## src/rtl/timekeeper_controller_if.sv

```systemverilog
// Front-panel bus of the timekeeper: tick and button pulses in, time/alarm/mode status out.
// The master drives the inputs; the controller sits on the slave side.
interface timekeeper_controller_if;
    logic       tick;
    logic       btn_mode;
    logic       btn_left;
    logic       btn_right;
    logic       btn_up;
    logic       btn_down;
    logic       alarm_en;
    logic [5:0] sec;
    logic [5:0] min;
    logic [4:0] hour;
    logic [5:0] alarm_min;
    logic [4:0] alarm_hour;
    logic [2:0] state;
    logic       adjusting;
    logic       alarm_ring;

    modport master (
        output tick, btn_mode, btn_left, btn_right, btn_up, btn_down, alarm_en,
        input  sec, min, hour, alarm_min, alarm_hour, state, adjusting, alarm_ring
    );

    modport slave (
        input  tick, btn_mode, btn_left, btn_right, btn_up, btn_down, alarm_en,
        output sec, min, hour, alarm_min, alarm_hour, state, adjusting, alarm_ring
    );
endinterface

```

## src/rtl/timekeeper_controller.sv

```systemverilog
// 24-hour clock with settable alarm: 1 Hz sec/min/hour chain plus a mode FSM
// that lets the front-panel buttons select and adjust clock and alarm fields.
module timekeeper_controller #(
    parameter int unsigned SEC_MOD  = 60,
    parameter int unsigned MIN_MOD  = 60,
    parameter int unsigned HOUR_MOD = 24
) (
    input  logic                   clk,
    input  logic                   reset,
    timekeeper_controller_if.slave tk
);

    typedef enum logic [2:0] {
        RUN          = 3'd0,
        ADJ_CLK_MIN  = 3'd1,
        ADJ_CLK_HOUR = 3'd2,
        ADJ_ALM_MIN  = 3'd3,
        ADJ_ALM_HOUR = 3'd4
    } state_t;

    localparam logic [5:0] SEC_MAX  = 6'(SEC_MOD - 1);
    localparam logic [5:0] MIN_MAX  = 6'(MIN_MOD - 1);
    localparam logic [4:0] HOUR_MAX = 5'(HOUR_MOD - 1);

    function automatic logic [5:0] inc6(input logic [5:0] v, input logic [5:0] vmax);
        return (v == vmax) ? '0 : v + 6'd1;
    endfunction

    function automatic logic [5:0] dec6(input logic [5:0] v, input logic [5:0] vmax);
        return (v == '0) ? vmax : v - 6'd1;
    endfunction

    function automatic logic [4:0] inc5(input logic [4:0] v, input logic [4:0] vmax);
        return (v == vmax) ? '0 : v + 5'd1;
    endfunction

    function automatic logic [4:0] dec5(input logic [4:0] v, input logic [4:0] vmax);
        return (v == '0) ? vmax : v - 5'd1;
    endfunction

    state_t     r_state;
    logic [5:0] r_sec;
    logic [5:0] r_min;
    logic [4:0] r_hour;
    logic [5:0] r_alm_min;
    logic [4:0] r_alm_hour;
    logic       r_adjusting;
    logic       r_ring;

    state_t     w_state_nxt;
    logic [5:0] w_sec_nxt;
    logic [5:0] w_min_nxt;
    logic [4:0] w_hour_nxt;
    logic [5:0] w_alm_min_nxt;
    logic [4:0] w_alm_hour_nxt;
    logic       w_adjusting_nxt;
    logic       w_ring_nxt;

    logic       w_sec_wrap;
    logic       w_min_wrap;
    logic [5:0] w_run_sec;
    logic [5:0] w_run_min;
    logic [4:0] w_run_hour;
    logic       w_alarm_hit;
    logic       w_dir_evt;
    logic       w_fwd;
    logic       w_rev;
    logic       w_val_evt;
    logic       w_val_up;

    // Time after one RUN tick; the alarm compares against this so the ring
    // rises on the same edge the matching time is loaded.
    assign w_sec_wrap  = (r_sec == SEC_MAX);
    assign w_min_wrap  = (r_min == MIN_MAX);
    assign w_run_sec   = inc6(r_sec, SEC_MAX);
    assign w_run_min   = w_sec_wrap ? inc6(r_min, MIN_MAX) : r_min;
    assign w_run_hour  = (w_sec_wrap && w_min_wrap) ? inc5(r_hour, HOUR_MAX) : r_hour;
    assign w_alarm_hit = (w_run_sec == '0) && (w_run_min == r_alm_min) &&
                         (w_run_hour == r_alm_hour);

    assign w_dir_evt = tk.btn_left | tk.btn_right;
    assign w_fwd     = tk.btn_right & ~tk.btn_left;
    assign w_rev     = tk.btn_left & ~tk.btn_right;
    assign w_val_evt = tk.btn_up ^ tk.btn_down;
    assign w_val_up  = tk.btn_up;

    always_comb begin
        w_state_nxt    = r_state;
        w_sec_nxt      = r_sec;
        w_min_nxt      = r_min;
        w_hour_nxt     = r_hour;
        w_alm_min_nxt  = r_alm_min;
        w_alm_hour_nxt = r_alm_hour;
        w_ring_nxt     = r_ring;

        case (r_state)
            RUN: begin
                if (tk.tick) begin
                    w_sec_nxt  = w_run_sec;
                    w_min_nxt  = w_run_min;
                    w_hour_nxt = w_run_hour;
                    if (tk.alarm_en && w_alarm_hit)
                        w_ring_nxt = 1'b1;
                end
                if (tk.btn_mode) begin
                    if (r_ring)
                        w_ring_nxt = 1'b0;
                    else
                        w_state_nxt = ADJ_CLK_MIN;
                end
            end
            ADJ_CLK_MIN, ADJ_CLK_HOUR, ADJ_ALM_MIN, ADJ_ALM_HOUR: begin
                // A simultaneous left+right still consumes the cycle, masking up/down.
                if (tk.btn_mode) begin
                    w_state_nxt = RUN;
                    w_sec_nxt   = '0;
                end else if (w_dir_evt) begin
                    if (w_fwd) begin
                        case (r_state)
                            ADJ_CLK_MIN:  w_state_nxt = ADJ_CLK_HOUR;
                            ADJ_CLK_HOUR: w_state_nxt = ADJ_ALM_MIN;
                            ADJ_ALM_MIN:  w_state_nxt = ADJ_ALM_HOUR;
                            default:      w_state_nxt = ADJ_CLK_MIN;
                        endcase
                    end else if (w_rev) begin
                        case (r_state)
                            ADJ_CLK_MIN:  w_state_nxt = ADJ_ALM_HOUR;
                            ADJ_CLK_HOUR: w_state_nxt = ADJ_CLK_MIN;
                            ADJ_ALM_MIN:  w_state_nxt = ADJ_CLK_HOUR;
                            default:      w_state_nxt = ADJ_ALM_MIN;
                        endcase
                    end
                end else if (w_val_evt) begin
                    case (r_state)
                        ADJ_CLK_MIN:
                            w_min_nxt = w_val_up ? inc6(r_min, MIN_MAX) : dec6(r_min, MIN_MAX);
                        ADJ_CLK_HOUR:
                            w_hour_nxt = w_val_up ? inc5(r_hour, HOUR_MAX) : dec5(r_hour, HOUR_MAX);
                        ADJ_ALM_MIN:
                            w_alm_min_nxt = w_val_up ? inc6(r_alm_min, MIN_MAX)
                                                     : dec6(r_alm_min, MIN_MAX);
                        default:
                            w_alm_hour_nxt = w_val_up ? inc5(r_alm_hour, HOUR_MAX)
                                                      : dec5(r_alm_hour, HOUR_MAX);
                    endcase
                end
            end
            default: w_state_nxt = RUN;
        endcase

        if (!tk.alarm_en)
            w_ring_nxt = 1'b0;

        w_adjusting_nxt = (w_state_nxt != RUN);
    end

    always_ff @(posedge clk or negedge reset) begin
        if (!reset) begin
            r_state     <= RUN;
            r_sec       <= '0;
            r_min       <= '0;
            r_hour      <= '0;
            r_alm_min   <= '0;
            r_alm_hour  <= '0;
            r_adjusting <= 1'b0;
            r_ring      <= 1'b0;
        end else begin
            r_state     <= w_state_nxt;
            r_sec       <= w_sec_nxt;
            r_min       <= w_min_nxt;
            r_hour      <= w_hour_nxt;
            r_alm_min   <= w_alm_min_nxt;
            r_alm_hour  <= w_alm_hour_nxt;
            r_adjusting <= w_adjusting_nxt;
            r_ring      <= w_ring_nxt;
        end
    end

    assign tk.sec        = r_sec;
    assign tk.min        = r_min;
    assign tk.hour       = r_hour;
    assign tk.alarm_min  = r_alm_min;
    assign tk.alarm_hour = r_alm_hour;
    assign tk.state      = r_state;
    assign tk.adjusting  = r_adjusting;
    assign tk.alarm_ring = r_ring;

endmodule

```

## src/flat_wrapper.sv

```systemverilog
// flat-port wrapper written by rule: the top's interface ports become plain ports
module timekeeper_controller_flat 
#(
    parameter int unsigned SEC_MOD  = 60,
    parameter int unsigned MIN_MOD  = 60,
    parameter int unsigned HOUR_MOD = 24
)
  (clk, reset, tk_tick, tk_btn_mode, tk_btn_left, tk_btn_right, tk_btn_up, tk_btn_down, tk_alarm_en, tk_sec, tk_min, tk_hour, tk_alarm_min, tk_alarm_hour, tk_state, tk_adjusting, tk_alarm_ring);
  timekeeper_controller_if tk_i ();
  input  logic clk;
  input  logic reset;
  input wire logic [$bits(tk_i.tick)-1:0] tk_tick;
  input wire logic [$bits(tk_i.btn_mode)-1:0] tk_btn_mode;
  input wire logic [$bits(tk_i.btn_left)-1:0] tk_btn_left;
  input wire logic [$bits(tk_i.btn_right)-1:0] tk_btn_right;
  input wire logic [$bits(tk_i.btn_up)-1:0] tk_btn_up;
  input wire logic [$bits(tk_i.btn_down)-1:0] tk_btn_down;
  input wire logic [$bits(tk_i.alarm_en)-1:0] tk_alarm_en;
  output wire logic [$bits(tk_i.sec)-1:0] tk_sec;
  output wire logic [$bits(tk_i.min)-1:0] tk_min;
  output wire logic [$bits(tk_i.hour)-1:0] tk_hour;
  output wire logic [$bits(tk_i.alarm_min)-1:0] tk_alarm_min;
  output wire logic [$bits(tk_i.alarm_hour)-1:0] tk_alarm_hour;
  output wire logic [$bits(tk_i.state)-1:0] tk_state;
  output wire logic [$bits(tk_i.adjusting)-1:0] tk_adjusting;
  output wire logic [$bits(tk_i.alarm_ring)-1:0] tk_alarm_ring;
  assign tk_i.tick = tk_tick;
  assign tk_i.btn_mode = tk_btn_mode;
  assign tk_i.btn_left = tk_btn_left;
  assign tk_i.btn_right = tk_btn_right;
  assign tk_i.btn_up = tk_btn_up;
  assign tk_i.btn_down = tk_btn_down;
  assign tk_i.alarm_en = tk_alarm_en;
  assign tk_sec = tk_i.sec;
  assign tk_min = tk_i.min;
  assign tk_hour = tk_i.hour;
  assign tk_alarm_min = tk_i.alarm_min;
  assign tk_alarm_hour = tk_i.alarm_hour;
  assign tk_state = tk_i.state;
  assign tk_adjusting = tk_i.adjusting;
  assign tk_alarm_ring = tk_i.alarm_ring;
  timekeeper_controller #(.SEC_MOD(SEC_MOD), .MIN_MOD(MIN_MOD), .HOUR_MOD(HOUR_MOD)) u_core (.clk(clk), .reset(reset), .tk(tk_i));
endmodule
```

## config.mk

```make
export PLATFORM = sky130hd
export DESIGN_NAME = timekeeper_controller_flat
export DESIGN_NICKNAME = d
export VERILOG_FILES = /design/src/rtl/timekeeper_controller_if.sv /design/src/rtl/timekeeper_controller.sv /design/src/flat_wrapper.sv
export SDC_FILE = /design/constraint.sdc
export NUM_CORES = 1
export LEC_CHECK = 0
export BUFFER_PORTS_ARGS = -buffer_cell sky130_fd_sc_hd__buf_2
export CORE_ASPECT_RATIO = 0.8
export CORE_UTILIZATION = 38
export CTS_CLUSTER_DIAMETER = 30
export DETAILED_ROUTE_END_ITERATION = 10
export PLACE_DENSITY = 0.68
export SLEW_MARGIN = 15
export SYNTH_ARGS = -nofsm -noshare
export SYNTH_HDL_FRONTEND = slang
export SYNTH_SLANG_ARGS = --single-unit
```

## constraint.sdc

```tcl
create_clock -name clk -period 6.1 [get_ports clk]
set_input_delay 0.305 -clock clk [delete_from_list [all_inputs] [get_ports clk]]
set_output_delay 0.305 -clock clk [all_outputs]
set_load 0.01 [all_outputs]
```

==> Yosys cells after proc, flatten, opt, wreduce, memory -nomap -nowiden <==
Index checks and enable logic that the tools add are counted.
W data, S select, Z words.
{ "totals": {"inputBits": 9, "output_inout_bits": 33, "word_cells": 109, "ff_bits": 33} }
{ "op_classes": {"bitwise": 9, "n_mux": 45, "add_sub_neg": 9, "reduce_logical": 19, "n_eq_ne": 19} }
{ "ops": {"columns": ["cell", "n"], "rows": [
  ["$mux W6", 15],
  ["$mux W5", 12],
  ["$pmux W6 S2", 2],
  ["$add A6 B1 Y6 const B", 3],
  ["$eq A6 B6 Y1 const B", 3],
  ["$logic_not A6 Y1", 3],
  ["$mux W3", 6],
  ["$pmux W3 S3", 2],
  ["$reduce_and A6 Y1", 2],
  ["$sub A6 B1 Y6 const B", 2],
  ["$add A5 B1 Y5 const B", 2],
  ["$eq A5 B5 Y1 const B", 2],
  ["$logic_not A5 Y1", 2],
  ["$pmux W5 S2", 1],
  ["$reduce_and A5 Y1", 2],
  ["$sub A5 B1 Y5 const B", 2],
  ["$ne A2 B1 Y1 const B", 4],
  ["$ne A2 B2 Y1 const B", 4],
  ["$eq A3 B2 Y1 const B", 2],
  ["$eq A6 B6 Y1", 1],
  ["$mux W1", 6],
  ["$pmux W3 S2", 1],
  ["$eq A5 B5 Y1", 1],
  ["$not A1 Y1", 5],
  ["12 further kinds", 16]
]} }

==> Depth between registers and ports, before layout <==
Gate-level depths: netlist of run 1.
{ "logic_depth": {"word_depth": 13, "mapped_depth": 9} }

==> Worst setup path after synthesis of run 1 <==
OpenSTA, ideal clock, no wires.
{ "synth_timing": {"kind": "reg-to-reg", "startpoint": "reg u_core.r_sec[0] (netlist: u_core.tk.sec[0])", "endpoint": "reg u_core.r_ring (netlist: u_core.tk.alarm_ring)", "arrival_time_ns": 1.962, "setup_slack_ns": 4.046, "stages_incl_launch_ff": 8, "setup_ns": 0.092, "cell_sequence": "dfrtp_1 ha_1 nand4_4 nor4_4 mux2i_1 xnor2_1 nand4_1 o31ai_2"} }
{ "synth_via": {"elab_chain_len": 12} }
{ "synth_lines": {"columns": ["item", "line_no", "source"], "rows": [
  ["start, declared", "timekeeper_controller.sv:42", "logic [5:0] r_sec;"],
  ["start signal, assigned", "timekeeper_controller.sv:169", "r_sec <= w_sec_nxt;"],
  ["$add A6 B1 Y6 / $eq A6 B6 Y1 (equally long branches)", "timekeeper_controller.sv:26, timekeeper_controller.sv:73", null],
  ["$mux W6, or another cell as far along", "timekeeper_controller.sv:26", "return (v == vmax) ? '0 : v + 6'd1;"],
  ["$logic_not A6 Y1, or another cell as far along", "timekeeper_controller.sv:78", "assign w_alarm_hit = (w_run_sec == '0) && (w_run_min == r_alm_min) &&"],
  ["$logic_and A1 B1 Y1 / $eq A5 B5 Y1 (equally long branches)", "timekeeper_controller.sv:78, timekeeper_controller.sv:79", null],
  ["$logic_and A1 B1 Y1 *", "timekeeper_controller.sv:78", null],
  ["$logic_and A1 B1 Y1 *", "timekeeper_controller.sv:102", "if (tk.alarm_en && w_alarm_hit)"],
  ["$mux W1 *", "timekeeper_controller.sv:102", null],
  ["$mux W1 *", "timekeeper_controller.sv:98", "if (tk.tick) begin"],
  ["$mux W1", "timekeeper_controller.sv:106", "if (r_ring)"],
  ["$mux W1 *", "timekeeper_controller.sv:105", "if (tk.btn_mode) begin"],
  ["$mux W1 *", "timekeeper_controller.sv:96", "case (r_state)"],
  ["$mux W1 *", "timekeeper_controller.sv:151", "if (!tk.alarm_en)"],
  ["end signal, assigned", "timekeeper_controller.sv:175", "r_ring <= w_ring_nxt;"],
  ["end, declared", "timekeeper_controller.sv:48", "logic r_ring;"]
]} }
Mark *: on every way between the ends. The rest lies on a longest branch, timed or not. The select of a mux whose other input is x is not followed.
A chain may end at the register's enable or synchronous reset.

==> Worst setup path after layout of run 1 <==
{ "layout_timing": {"startpoint": "reg u_core.r_min[3] (netlist: u_core.tk.min[3])", "endpoint": "reg u_core.r_ring (netlist: u_core.tk.alarm_ring)"} }
{ "layout_via": {"elab_chain_len": 13} }
{ "layout_lines": {"columns": ["item", "line_no", "source"], "rows": [
  ["start, declared", "timekeeper_controller.sv:43", "logic [5:0] r_min;"],
  ["start signal, assigned", "timekeeper_controller.sv:170", "r_min <= w_min_nxt;"],
  ["$add A6 B1 Y6 / $eq A6 B6 Y1 (equally long branches)", "timekeeper_controller.sv:26, timekeeper_controller.sv:74", null],
  ["$mux W6", "timekeeper_controller.sv:26", null],
  ["$mux W6", "timekeeper_controller.sv:76", "assign w_run_min = w_sec_wrap ? inc6(r_min, MIN_MAX) : r_min;"],
  ["$eq A6 B6 Y1", "timekeeper_controller.sv:78", null],
  ["$logic_and A1 B1 Y1", "timekeeper_controller.sv:78", null],
  ["$logic_and A1 B1 Y1 *", "timekeeper_controller.sv:78", null],
  ["$logic_and A1 B1 Y1 *", "timekeeper_controller.sv:102", null],
  ["$mux W1 *", "timekeeper_controller.sv:102", null],
  ["$mux W1 *", "timekeeper_controller.sv:98", null],
  ["$mux W1", "timekeeper_controller.sv:106", null],
  ["$mux W1 *", "timekeeper_controller.sv:105", null],
  ["$mux W1 *", "timekeeper_controller.sv:96", null],
  ["$mux W1 *", "timekeeper_controller.sv:151", null]
]} }
Marked as above.

==> results.sh, run 1 <==
export IMPL_start_util=0.3944
export IMPL_worst_pin_slew_ns=0.8006
export IMPL_grt_antenna_before_repair=0
export IMPL_drc=0
export IMPL_grt_max_degree=35
export IMPL_drt_iter0_drc=306
export IMPL_ctsResizeCount=0
export IMPL_setup_slack_ns=3.645
export IMPL_outcome="finished, final reports clean"
export IMPL_core_area_um2=7983
export IMPL_cp_slowest_cell="dfrtp_1"
export IMPL_cp_arrival_ns=2.66
export IMPL_critPathKind="reg2reg"
export IMPL_async_flop_share=1.000
export IMPL_die_area_um2=8655
export IMPL_startpoint="u_core.tk.min[3]$_DFFE_PN0P_"
export IMPL_antenna_cells=0
export IMPL_dp_slack_ns=3.732
export IMPL_clk_latency_ns=0.29
export IMPL_cts_buffer_depth=2
export IMPL_netlist_instances=413
export IMPL_rsz0062_at_grt="false"
export IMPL_syn_area_um2=3148
export IMPL_synth_seq_cells=33
export IMPL_r2r_start="u_core.tk.min[3]$_DFFE_PN0P_"
export IMPL_finalHoldViolations=0
export IMPL_die_w_um=103.8
export IMPL_area_growth_pct=9.420
export IMPL_grt_ovfl_total=0
export IMPL_cts_hold_fix_buffers=0
export IMPL_vias_per_cell=6.002
export IMPL_rr_worst_depth=6
export IMPL_ir_worst_vdd_v=0.0001163
export IMPL_synth_enable_flop_cells=0
export IMPL_yosys_area_top_type="dfrtp_1"
export IMPL_yosysWarnings=0
export IMPL_dp_hpwl_um=6197
export IMPL_relSlewSlack=0.4662
export IMPL_slowest_delay_ns=0.73
export IMPL_drt_wl_total_um=8808
export IMPL_crit_chain="nand3_1, nor4_1, mux2i_1, a211oi_1, nand4_1, o31ai_2"
export IMPL_r2r_end="u_core.tk.alarm_ring$_DFFE_PN0P_"
export IMPL_cp_end_kind="flop"
export IMPL_clkSlewWorstSetupHoldPaths_ns=0.08
export IMPL_cts_htree_levels=2
export IMPL_grtUsageTotal=0.2037
export IMPL_grt_pass1_vias=2838
export IMPL_p_total_mw=1.228
export IMPL_num_vias=3235
export IMPL_cp_start_kind="flop"
export IMPL_route_antenna_remaining_nets=0
export IMPL_power_density_nw_per_um2=356.5
export IMPL_avgSynthCellArea_um2=7.622
export IMPL_path_max_fanout=18
export IMPL_cts_tree="yes"
export IMPL_min_period_over_period=0.4024
export IMPL_r2r_slack_ns=3.65
export IMPL_cap_violations=0
export IMPL_drt_pass1_iter_count=5
export IMPL_ys_top_cells_by_area="dfrtp_1 26%, o21ai_0 5.9%, a21oi_1 4.9%"
export IMPL_hp_class="in2async"
export IMPL_yosysTopAreaCellShare=0.2623
export IMPL_setup_tns_ns=0
export IMPL_postCtsSetupBuffers=0
export IMPL_yosys_cell_types_count=68
export IMPL_period_minus_slack_ns=2.455
export IMPL_grt_pass1_wl_um=14420
export IMPL_fmax_ghz=0.4074
export IMPL_drv_slew=0
export IMPL_crit_required_ns=6.31
export IMPL_io_buffer_count=41
export IMPL_die_y_um=83.41
export IMPL_cts_root_buffer="clkbuf_8"
export IMPL_nNetsFinal=450
export IMPL_cts_sinks=33
export IMPL_gp_congestion=0.9024
export IMPL_synthesis_nets=433
export IMPL_final_setup_viol_count=0
export IMPL_synth_seq_area_share=0.2623
export IMPL_cts_buffers_inserted=5
export IMPL_wl_per_cell_um=16.34
export IMPL_rows=29
export IMPL_final_layout_size_suffix_gt1_frac=0.1392
export IMPL_p_leak_nw=1.466
export IMPL_endpoint="u_core.tk.alarm_ring$_DFFE_PN0P_"
export IMPL_synth_ff_type="dfrtp_1"
export IMPL_io_pins=42
export IMPL_skew_ns=0.008644
logic make-up after synthesis:
group                      Yosys count  share of synthesized area
adders and majority gates           11                    0.04372
DFF                                 33                     0.2623
and+or+nand+nor                    162                     0.2750
buffers and inverters               47                    0.05962
muxes                               11                    0.03617
xor gates and xnor gates            23                    0.06399
AOI/OAI and AO/OA                  126                     0.2591
sequential cells by signal, summed over array words and instances, names as in the netlist:
name and flops:
u_core.tk.alarm_min 6, u_core.tk.hour 5, u_core.tk.sec 6, u_core.tk.state 3
u_core.tk.alarm_hour 5, u_core.tk.adjusting 1, u_core.tk.min 6, u_core.tk.alarm_ring 1
placed cells by master, fill, tap and decap left out, types with 3 or more instances in the layout:
cell type,netlist,final
a211oi_1,3,3
a21o_1,3,3
a21oi_1,31,31
a22oi_1,4,4
a311oi_1,4,4
and3_1,7,7
buf_2,9,41
clkbuf_1,21,3
clkbuf_8,0,5
dfrtp_1,33,33
ha_1,11,11
inv_1,14,14
mux2_2,3,3
mux2i_1,8,8
nand2_1,37,37
nand2b_1,8,8
nand3_1,19,19
nand3b_1,3,3
nand4_1,3,3
nor2_1,32,32
nor2b_1,11,11
nor3_1,16,16
nor3b_1,3,3
nor4_1,3,3
o211ai_1,3,3
o21ai_0,37,37
o22ai_1,6,6
o311ai_0,3,3
or3_1,5,5
xnor2_1,13,13
xor2_1,10,10
worst min path at each step:
stage                                         end
floorplan           u_core.tk.adjusting$_DFF_PN0_
global placement     u_core.tk.sec[3]$_DFFE_PN0P_
detailed placement   u_core.tk.sec[4]$_DFFE_PN0P_
CTS                  u_core.tk.sec[4]$_DFFE_PN0P_
global route         u_core.tk.sec[4]$_DFFE_PN0P_
finish               u_core.tk.sec[3]$_DFFE_PN0P_
critical path: cells and delay by family, from the launching register on:
family	cells	cell delay [ns]
AO/OA/AOI/OAI	2	0.46
flip-flops	1	0.73
multiplexers	1	0.15
AND/OR/NAND/NOR	3	1.02
routing by layer:
| layer | vias up | GRT usage | wire length, um |
|---|---|---|---|
| met5 | - | 0 | 0 |
| met2 | 155 | 0.3081 | 3932 |
| met3 | 23 | 0.03532 | 665 |
| met1 | 1513 | 0.2957 | 4040 |
| li1 | 1544 | - | - |
| met4 | 0 | 0.05974 | 169 |
final cells by class:
cell class	count	area, um2
repair buffers	42	212.7
inverters	15	56.30
flip-flops and latches	33	825.8
multi-input cells	333	2135
clock buffers	8	80.08
well taps	108	135.1
fillers	825	4538
metrics by stage:
step	area, um2	hold slack (ns)	util	instances
after detailed placement	3364	0.4454	0.4215	531
final	3445	0.09351	0.4315	539
after global routing	3445	0.1640	0.4315	539
after CTS	3445	0.1374	0.4315	539
after floorplan	3148	0.009409	-	413
after global placement	3364	0.4323	0.4215	531
cell usage after synthesis, drive strengths merged, types with 4 or more instances:
library cell and count:
o21ai 38, nand2 37, dfrtp 33, nor2 33, a21oi 31, clkbuf 21
nand3 19, nor3 16, inv 14, xnor2 13, buf 11, ha 11
nor2b 11, xor2 10, and3 9, mux2i 8, nand2b 8, o22ai 6
or3 5, a22oi 4, a311oi 4, nand4 4, nor4 4
where the power goes:
part,total [mW],internal (mW),switching [mW]
registers,0.423,0.271,0.152
clock network,0.168,0.0813,0.0864
logic,0.637,0.273,0.364
total,1.23,0.625,0.603
No activity file was read; power rests on OpenSTA's default activity.
==> run 2, diff against run 1 <==
Clock period 6.1 ns to 2.55 ns, I/O delays scaled along.
==> results.sh, run 2 (synthesized netlist as in run 1, its figures left out) <==
export IMPL_p_sw_frac=0.4609
export IMPL_die_area_um2=8655
export IMPL_rsz0062_at_grt="false"
export IMPL_start_util=0.3944
export IMPL_wl_met3_um=601
export IMPL_cts_sinks=33
export IMPL_grt_antenna_before_repair=0
export IMPL_slowest_delay_ns=0.51
export IMPL_layout_common_cells="41 x buf_2, 37 x nand2_1, 37 x o21ai_0, 33 x dfrtp_1, 32 x nor2_1"
export IMPL_cap_violations=0
export IMPL_drc=0
export IMPL_internal_power_mw=1.677
export IMPL_drt_pass1_iter_count=5
export IMPL_grt_pass1_vias=2934
export IMPL_num_vias=3275
export IMPL_setup_slack_ns=0.2235
export IMPL_layout_cells_non_filler=548
export IMPL_grt_pass1_wl_um=14480
export IMPL_gp_congestion=0.9138
export IMPL_route_antenna_remaining_nets=0
export IMPL_fmax_ghz=0.4298
export IMPL_grt_max_degree=34
export IMPL_wl_per_cell_um=15.97
export IMPL_hp_class="in2reg"
export IMPL_power_frac_seq=0.300
export IMPL_setup_tns_ns=0
export IMPL_worst_pin_slew_ns=0.7863
export IMPL_die_w_um=103.8
export IMPL_final_setup_viol_count=0
export IMPL_critPathKind="reg2reg"
export IMPL_antenna_cells=0
export IMPL_p_leak_nw=1.530
export IMPL_dp_hpwl_um=6379
export IMPL_io_buffer_count=41
export IMPL_grtUsageTotal=0.2056
export IMPL_power_density_nw_per_um2=876.3
export IMPL_core_area_um2=7983
export IMPL_relSlewSlack=0.4758
export IMPL_cp_arrival_ns=2.47
export IMPL_nNetsFinal=459
export IMPL_crit_required_ns=2.69
export IMPL_clkPwrFrac=0.169
export IMPL_skew_ns=0.001626
export IMPL_cts_buffer_depth=2
export IMPL_period_minus_slack_ns=2.327
export IMPL_io_pins=42
export IMPL_grt_ovfl_total=0
export IMPL_final_util=0.4448
export IMPL_p_total_mw=3.112
export IMPL_cts_tree="yes"
export IMPL_cts_buffers_inserted=5
export IMPL_final_common_cell="buf_2"
export IMPL_ir_worst_vdd_v=0.0003009
export IMPL_clk_latency_ns=0.29
export IMPL_rows=29
export IMPL_finalHoldViolations=0
export IMPL_die_y_um=83.41
export IMPL_path_max_fanout=16
export IMPL_area_growth_pct=12.80
export IMPL_final_layout_size_suffix_gt1_frac=0.1591
export IMPL_vias_per_cell=5.976
export IMPL_cts_root_buffer="clkbuf_8"
export IMPL_comb_power_share=0.531
export IMPL_drt_wl_total_um=8752
export IMPL_wl_met2_um=3701
export IMPL_drt_iter0_drc=203
export IMPL_switchingPower_mw=1.434
export IMPL_cp_start_kind="flop"
export IMPL_top_layer_used="met4"
export IMPL_wl_met1_um=4302
export IMPL_min_period_over_period=0.9124
export IMPL_placed_cells_incl_taps=539
export IMPL_cts_htree_levels=2
export IMPL_cp_end_kind="flop"
export IMPL_drv_slew=0
export IMPL_crit_chain="ha_1, and3_2, nand2_1, or3_1, a21o_1, o2111ai_1, o31ai_2"
export IMPL_outcome="finished, final reports clean"
export IMPL_dp_slack_ns=0.3180
export IMPL_cp_slowest_cell="or3_1"
export IMPL_clkSlewWorstSetupHoldPaths_ns=0.07
export IMPL_fill_cells=790
## run 2: metrics by stage
stage | area [um2] | hold WS [ns]
floorplan | 3148 | -0.1681
global placement | 3425 | 0.2582
detailed placement | 3425 | 0.2542
CTS | 3551 | 0.08860
global route | 3551 | 0.1249
finish | 3551 | 0.09407
## run 2: critical path, delay by kind of cell, from the launching register on
kind	cells	cell delay, ns
AOI/OAI and AO/OA	3	0.37
adders and majority gates	1	0.35
DFF	1	0.39
and+or+nand+nor	3	1.07
## run 2: what timing repair did
item                                   in CTS  in global routing
setup endpoints to repair                   0                  0
gates resized for setup                     0                  0
buffers inserted                            0                  0
endpoints found under the hold margin      33                  0
hold buffers                                1                  0
## run 2: per-layer routing
metal,global-route usage,vias to the layer above
met4,0.05325,0
met3,0.04553,14
met5,0,-
li1,-,1560
met1,0.2996,1575
met2,0.3051,126
## run 2: final timing paths
check / start / end / slack, ns / depth (start not counted)
max in group asynchronous: reset / u_core.tk.alarm_hour[4]$_DFFE_PN0P_ / 1.59 / 2
min in group asynchronous: reset / u_core.tk.sec[4]$_DFFE_PN0P_ / 0.46 / 2
worst max register to register: u_core.tk.sec[0]$_DFFE_PN0P_ / u_core.tk.alarm_ring$_DFFE_PN0P_ / 0.22 / 7
worst min register to register: u_core.tk.sec[0]$_DFFE_PN0P_ / u_core.tk.sec[0]$_DFFE_PN0P_ / 0.55 / 1
worst max-delay path: u_core.tk.sec[0]$_DFFE_PN0P_ / u_core.tk.alarm_ring$_DFFE_PN0P_ / 0.22 / 7
worst min-delay path: tk_btn_mode / u_core.tk.state[2]$_DFF_PN0_ / 0.09 / 2
## run 2: power groups by stage
stage                     Sequential, mW  Combinational (mW)  Clock [mW]
final                              0.934                1.65       0.524
after floorplan                    0.850                1.21           0
after detailed placement           0.944                1.62           0
after CTS                          0.933                1.64       0.529
after global placement             0.934                1.60           0
after global routing               0.968                1.82       0.559
## run 2: final cells by class
type	instances	area, um2	area share
Timing Repair Buffer	51	282.8	0.07963
Clock buffer	7	86.33	0.02431
Inverter	15	56.30	0.01586
Tap cell	108	135.1	0.03806
Clock inverter	1	30.03	0.008457
Multi-Input combinational cell	333	2135	0.6011
Sequential cell	33	825.8	0.2326
==> run 3, diff against run 2 <==
Settings changed: PLACE_DENSITY 0.68 to 0.64.
==> results.sh, run 3 (synthesized netlist as in run 1, its figures left out) <==
export IMPL_outcome="finished, final reports clean"
export IMPL_ctsResizeCount=0
export IMPL_drv_slew=0
export IMPL_fmax_ghz=0.4112
export IMPL_route_antenna_remaining_nets=0
export IMPL_cts_sinks=33
export IMPL_io_buffer_count=41
export IMPL_core_area_um2=7983
export IMPL_cp_arrival_ns=2.64
export IMPL_drc=0
export IMPL_worst_pin_slew_ns=0.8143
export IMPL_final_setup_viol_count=0
export IMPL_cp_end_kind="flop"
export IMPL_gp_congestion=0.8642
export IMPL_die_area_um2=8655
export IMPL_setup_tns_ns=0
export IMPL_drt_wl_total_um=8934
export IMPL_antenna_cells=0
export IMPL_critPathKind="reg2reg"
export IMPL_vias_per_cell=5.839
export IMPL_nNetsFinal=457
export IMPL_skew_ns=0.006997
export IMPL_cap_violations=0
export IMPL_final_area_um2=3536
export IMPL_io_pins=42
export IMPL_cts_tree="yes"
export IMPL_rsz0062_at_grt="false"
export IMPL_wl_per_cell_um=16.36
export IMPL_drt_pass1_iter_count=5
export IMPL_final_common_cell="buf_2"
export IMPL_cts_htree_levels=2
export IMPL_finalHoldViolations=0
export IMPL_drt_iter0_drc=258
export IMPL_fill_cells=834
export IMPL_die_y_um=83.41
export IMPL_placed_area_um2=3410
export IMPL_area_growth_pct=12.32
export IMPL_cts_root_buffer="clkbuf_8"
export IMPL_grt_ovfl_total=0
export IMPL_min_period_over_period=0.9537
export IMPL_die_w_um=103.8
export IMPL_rows=29
export IMPL_relSlewSlack=0.4571
export IMPL_start_util=0.3944
export IMPL_placed_cells_incl_taps=537
export IMPL_cp_start_kind="flop"
export IMPL_grt_pass1_vias=2890
export IMPL_layout_cells_non_filler=546
export IMPL_final_layout_size_suffix_gt1_frac=0.1553
export IMPL_grt_max_degree=34
export IMPL_ir_worst_vdd_v=0.0003323
export IMPL_cts_buffers_inserted=5
export IMPL_period_minus_slack_ns=2.432
export IMPL_grt_antenna_before_repair=0
export IMPL_power_density_nw_per_um2=878.8
export IMPL_path_max_fanout=8
export IMPL_postCtsSetupBuffers=0
export IMPL_dp_hpwl_um=6477
export IMPL_whs_ns=0.1085
export IMPL_num_vias=3188
export IMPL_grt_pass1_wl_um=14570
export IMPL_cts_buffer_depth=2
export IMPL_hp_class="in2reg"
export IMPL_p_leak_nw=1.519
export IMPL_layout_common_cells="41 x buf_2, 37 x nand2_1, 37 x o21ai_0, 33 x dfrtp_1, 32 x nor2_1"
export IMPL_clk_latency_ns=0.29
export IMPL_crit_required_ns=2.76
export IMPL_grtUsageTotal=0.2077
export IMPL_cts_hold_fix_buffers=1
export IMPL_clkSlewWorstSetupHoldPaths_ns=0.07
==> run 3: through the flow <==
stage,power (mW),utilization,setup WS (ns)
global route,3.345,0.4429,0.02987
floorplan,2.063,-,0.4957
global placement,2.520,0.4271,0.3606
detailed placement,2.554,0.4271,0.2596
finish,3.107,0.4429,0.1181
CTS,3.099,0.4429,0.2257
==> run 3: final cells by class <==
class | instances | area (um2) | area share
Clock inverter | 1 | 30.03 | 0.008493
Clock buffer | 7 | 86.33 | 0.02442
Sequential cell | 33 | 825.8 | 0.2335
Inverter | 15 | 56.30 | 0.01592
Tap cell | 108 | 135.1 | 0.03822
Timing Repair Buffer | 49 | 267.8 | 0.07573
Multi-Input combinational cell | 333 | 2135 | 0.6037
==> run 3: final timing paths <==
kind,to,start,slack [ns],cells past startpoint
min,u_core.tk.state[2]$_DFF_PN0_,tk_btn_mode,0.11,2
min reg2reg,u_core.tk.sec[0]$_DFFE_PN0P_,u_core.tk.sec[0]$_DFFE_PN0P_,0.55,1
max,u_core.tk.alarm_ring$_DFFE_PN0P_,u_core.tk.min[1]$_DFFE_PN0P_,0.12,7
min in group asynchronous,u_core.tk.sec[4]$_DFFE_PN0P_,reset,0.46,2
max in group asynchronous,u_core.tk.hour[1]$_DFFE_PN0P_,reset,1.56,2
max reg2reg,u_core.tk.alarm_ring$_DFFE_PN0P_,u_core.tk.min[1]$_DFFE_PN0P_,0.12,7
==> run 3: layer usage <==
metal,track usage,part of all wire,vias to the layer above,wire length (um)
met5,0,0,-,0
met4,0.07403,0.014,0,124
met3,0.03297,0.079,11,706
met2,0.3142,0.43,129,3876
met1,0.2982,0.47,1497,4226
li1,-,-,1551,-
==> run 3: report_power, final <==
part	total, mW	internal, mW	switching (mW)
Clock	0.528	0.319	0.210
Combinational	1.63	0.695	0.938
Sequential	0.945	0.649	0.296
Total	3.11	1.66	1.44
==> run 3: critical path, cell delays in order (launching register included) <==
cell and delay (ns):
dfrtp_1 0.47, ha_1 0.32, o211a_1 0.16, o21ai_0 0.42
xor2_1 0.16, o311ai_0 0.36, o21ai_0 0.20, o31ai_2 0.26
